<file path="config.mk">
export PLATFORM = sky130hd
export DESIGN_NAME = demux3_stream
export DESIGN_NICKNAME = d
export VERILOG_FILES = /design/src/rtl/demux3_stream.sv
export SDC_FILE = /design/constraint.sdc
export NUM_CORES = 1
export LEC_CHECK = 0
export CAP_MARGIN = 20
export CORE_UTILIZATION = 25
export CTS_CLUSTER_SIZE = 24
export DETAILED_ROUTE_END_ITERATION = 6
export PLACE_DENSITY_LB_ADDON = 0.12
export SLEW_MARGIN = 15
export SYNTH_ARGS = -nofsm -noshare
export SYNTH_HDL_FRONTEND = slang
export SYNTH_SLANG_ARGS = --single-unit
export TNS_END_PERCENT = 1
</file>
<file path="constraint.sdc">
create_clock -name clk -period 3.4 [get_ports clk]
set_input_delay 0.68 -clock clk [delete_from_list [all_inputs] [get_ports clk]]
set_output_delay 0.68 -clock clk [all_outputs]
set_load 0.01 [all_outputs]
</file>
<file path="src/rtl/demux3_stream.sv">
// demux3_stream: registered 1-to-3 stream demultiplexer.
// A single holding register takes one beat at a time and presents it on the
// channel named by its destination select. Beats addressed to 2'b11 have no
// destination: they are accepted, discarded and counted in a saturating counter.
module demux3_stream #(
  parameter int WIDTH = 8,
  parameter int CNT_W = 8
) (
  input  logic             clk,
  input  logic             reset,
  input  logic [WIDTH-1:0] in_data,
  input  logic [1:0]       in_sel,
  input  logic             in_valid,
  output logic             in_ready,
  output logic [WIDTH-1:0] out_data_a,
  output logic             out_valid_a,
  input  logic             out_ready_a,
  output logic [WIDTH-1:0] out_data_b,
  output logic             out_valid_b,
  input  logic             out_ready_b,
  output logic [WIDTH-1:0] out_data_c,
  output logic             out_valid_c,
  input  logic             out_ready_c,
  output logic [CNT_W-1:0] drop_count
);

  typedef enum logic {EMPTY = 1'b0, FULL = 1'b1} state_t;

  state_t           state_q, state_d;
  logic [WIDTH-1:0] hold_data_q, hold_data_d;
  logic [1:0]       hold_dest_q, hold_dest_d;
  logic [CNT_W-1:0] drop_q, drop_d;

  logic hold_valid;
  logic dest_ready;
  logic drain;
  logic accept;
  logic load;
  logic drop;

  // State, holding register and drop counter; reset discards any held beat.
  always_ff @(posedge clk or posedge reset) begin
    if (reset) begin
      state_q     <= EMPTY;
      hold_data_q <= '0;
      hold_dest_q <= 2'b00;
      drop_q      <= '0;
    end else begin
      state_q     <= state_d;
      hold_data_q <= hold_data_d;
      hold_dest_q <= hold_dest_d;
      drop_q      <= drop_d;
    end
  end

  // Handshake decode and next-state logic. in_ready depends only on the held
  // state and the selected consumer's ready, never on in_valid.
  always_comb begin
    hold_valid  = (state_q == FULL);

    // Only the consumer the held beat is addressed to can drain it.
    case (hold_dest_q)
      2'b00:   dest_ready = out_ready_a;
      2'b01:   dest_ready = out_ready_b;
      2'b10:   dest_ready = out_ready_c;
      default: dest_ready = 1'b0;
    endcase

    drain       = hold_valid && dest_ready;
    in_ready    = !hold_valid || drain;
    accept      = in_valid && in_ready;
    load        = accept && (in_sel != 2'b11);
    drop        = accept && (in_sel == 2'b11);

    state_d     = state_q;
    hold_data_d = hold_data_q;
    hold_dest_d = hold_dest_q;
    drop_d      = drop_q;

    if (load) begin
      // Covers both filling from EMPTY and reload-on-drain while FULL.
      state_d     = FULL;
      hold_data_d = in_data;
      hold_dest_d = in_sel;
    end else if (drain) begin
      state_d = EMPTY;
    end

    // Saturate rather than wrap so a flood of bad selects stays visible.
    if (drop && (drop_q != {CNT_W{1'b1}})) begin
      drop_d = drop_q + 1'b1;
    end
  end

  // Output decode: one-hot valids, shared payload.
  always_comb begin
    out_valid_a = hold_valid && (hold_dest_q == 2'b00);
    out_valid_b = hold_valid && (hold_dest_q == 2'b01);
    out_valid_c = hold_valid && (hold_dest_q == 2'b10);
    out_data_a  = hold_data_q;
    out_data_b  = hold_data_q;
    out_data_c  = hold_data_q;
    drop_count  = drop_q;
  end

endmodule
</file>
==> summary.txt <==
Outcome
  • Outcome: finished clean

Yosys
  • Syn nets: 114
  • Synth area leaders: dfrtp_1 43%, mux2_4 12%, buf_4 11%, mux2_2 3.1%, nand2_1 2.7%
  • Synth area leader: dfrtp_1
  • Cells after synthesis: 97
  • Yosys reg bits: 19
  • Top-area cell type share of the netlist area: 43.13%
  • Yosys warning count: 0
  • Synth Area per Inst: 11.36 um^2
  • Post-synth top flop: dfrtp_1
  • Register area share after synthesis: 43.13%
  • Most frequent cells after synthesis: 19 x dfrtp_1, 16 x buf_4, 9 x mux2_4
  • Netlist Area Pre-Place: 0.001102 mm^2
  • Count of cell types in the netlist: 27
  • Async set-reset flop share out of synthesis: 100.0%
  • Number of synthesized flops with an enable pin: 0
  • Count leader, synth: dfrtp_1

Place
  • Post-detail-place hpwl: 1788 um
  • PortBufs: 51
  • Routability Congestion: 0.7858

Worst setup path
  • WP data required: 2720 ps
  • Worst Setup SP: out_ready_b
  • Worst path max stage delay: 570 ps
  • FF-to-FF Start: hold_dest_q[1]
  • CP max-delay cell: clkdlybuf4s50_1
  • CP Capture Type: output port
  • Worst Setup Path Type: in2out
  • Top cell by count, worst path: clkdlybuf4s50_1
  • Crit-path max FO: 3
  • Critical path capture point: in_ready
  • Worst R2R End: out_data_a[5]
  • Reg2Reg Depth: 4
  • R2R setup slack: 1590 ps
  • Startpoint types: primary input
  • Worst path cell trace: clkdlybuf4s50_1, and2b_2, nand2_1, o211ai_1, clkdlybuf4s50_1
  • CP arrival: 2100 ps

GRT
  • Total track usage: 11.15%
  • First-pass GRT wire length: 3829 um
  • Largest net degree at the start of global routing: 20
  • Remaining Overflow, GRT: 0
  • Vias in the first global route: 800
  • Initial antenna violation count: 0

Power and ir drop
  • Sw Ratio: 34.76%
  • Maximum VDD drop: 0.3241 mV
  • Pwr dens: 833.9 mW/mm^2
  • Leakage: 0.6556 nW
  • Logic pwr share: 55.9%
  • Clk network pwr share: 12.2%
  • Int Pwr: 0.8652 mW
  • Seq pwr share: 31.8%
  • Psw: 0.4609 mW

Route
  • DR vias/cell: 4.384
  • Routed wire length: 2374 um
  • Vias: 811
  • Number of DRC markers in iteration 0: 21
  • DRC: 0
  • ANT nets after route: 0
  • Wire per inst: 12.83 um
  • Drt first pass iters: 3

STA
  • Final hold violation count: 0
  • RSZ-0062 raised after global routing: no
  • Fin crit share: 81.68%
  • Actual slew at the worst max-slew pin: 743.7 ps
  • Tmin final: 2777 ps
  • FMAX: 0.3601 GHz
  • Slew Viols, Final: 0
  • Setup TNS: 0 ps
  • Final setup fails: 0
  • Slew headroom: 50.37%
  • Setup Skew: 1.559 ps
  • Worst hold margin: 539.9 ps

Worst hold path
  • Worst hold path class: reg2reg

Clock network
  • H-tree depth: 1
  • CTS root buffer: clkbuf_8
  • CTS tree: done
  • Hold_buf cts: 0
  • CTS resizes: 0
  • Clk buf depth: 2
  • TritonCTS Buffers: 3
  • Clk sinks: 19
  • Skew-Pair Late Insertion Delay: 260 ps
  • Post-CTS Setup Bufs: 0
  • Clock transition at path regs: 80 ps

Floorplanning
  • Width of the die: 68.40 um
  • CORE AREA: 0.004115 mm^2
  • Die H: 68.40 um
  • Initial Util: 26.79%
  • Die area: 0.004679 mm^2
  • Cell row count: 23
  • Ports: 52

Final layout
  • Final #Nets: 153
  • ANT cells: 0
  • Fraction of layout cells with a size suffix above 1: 14.81%
  • Synth-to-layout area growth: 44.27%

Flow run
  • Max-cap violations: 0
-- how the worst min path moves through the flow --
stage / from / slack, ps / cells past startpoint / endpoint
final: drop_count[0] / 540 / 1 / drop_count[0]
after floorplan: hold_dest_q[0] / 520 / 1 / hold_dest_q[0]
after global routing: drop_count[5] / 590 / 1 / drop_count[5]
after CTS: drop_count[5] / 550 / 1 / drop_count[5]
after detailed placement: drop_count[0] / 530 / 1 / drop_count[0]
after global placement: drop_count[0] / 530 / 1 / drop_count[0]
-- metrics by stage --
step | setup WS [ps] | area, um^2 | cells | utilization (%) | total power [mW]
floorplan | 1596 | 1102 | 97 | - | 0.8769
global placement | 675.8 | 1544 | 181 | 37.52 | 1.175
detailed placement | 627.2 | 1544 | 181 | 37.52 | 1.180
CTS | 620.4 | 1590 | 185 | 38.64 | 1.348
global route | 545.2 | 1590 | 185 | 38.64 | 1.433
finish | 622.8 | 1590 | 185 | 38.64 | 1.326
-- state kept, by name, summed over array words and instances, names as in the netlist --
register	cells
hold_valid	1
drop_count	8
out_data_a	8
hold_dest_q	2
-- power groups by stage --
stage          Combinational (mW)  Sequential (mW)  Clock [mW]
2_1_floorplan               0.441            0.436           0
3_3_place_gp                0.750            0.424           0
3_5_place_dp                0.749            0.431           0
4_1_cts                     0.752            0.428       0.169
5_1_grt                     0.805            0.445       0.183
6_report                    0.742            0.422       0.162
-- layout by cell type, fill, tap and decap left out, drive strengths merged, types with 3 or more instances in the layout --
cell type      Yosys  layout
clkdlybuf4s50      0      51
dfrtp             19      19
mux2              14      14
nand2              8       8
nor2               5       5
nor3               5       5
inv                4       4
nand2b             3       3
clkbuf             0       3
-- routing by layer --
layer	routed length, um	vias to the layer above	part of all wire [%]	global-route usage [%]
met3	120	2	5.1	2.833
met1	1054	389	44	14.46
met2	1185	22	50	17.77
met4	14	0	0.59	3.906
li1	-	398	-	-
met5	0	-	0	0
-- worst max-delay path: cells and delay by family --
kind / cells / cell delay [ps]
AOI/OAI and AO/OA: 1 / 120
and+or+nand+nor: 2 / 250
buffers and inverters: 2 / 1040
-- layout make-up --
class | count | area, um^2
fill | 412 | 2525
clock inverter | 1 | 5.005
tap | 50 | 62.56
inverter | 4 | 15.01
multi-input combinational | 57 | 480.5
sequential | 19 | 475.5
clock buffer | 3 | 41.29
timing repair buffer | 51 | 510.5
-- cells by family after synthesis --
group           after synthesis  synth area share, %
mux                          15                18.27
buf+inv                      21                13.28
simple gates                 29                13.62
flops                        19                43.13
fa+ha+maj                     1                1.135
xor+xnor                      3                2.384
compound gates                9                8.173
No activity file was read; power rests on OpenSTA's default activity.
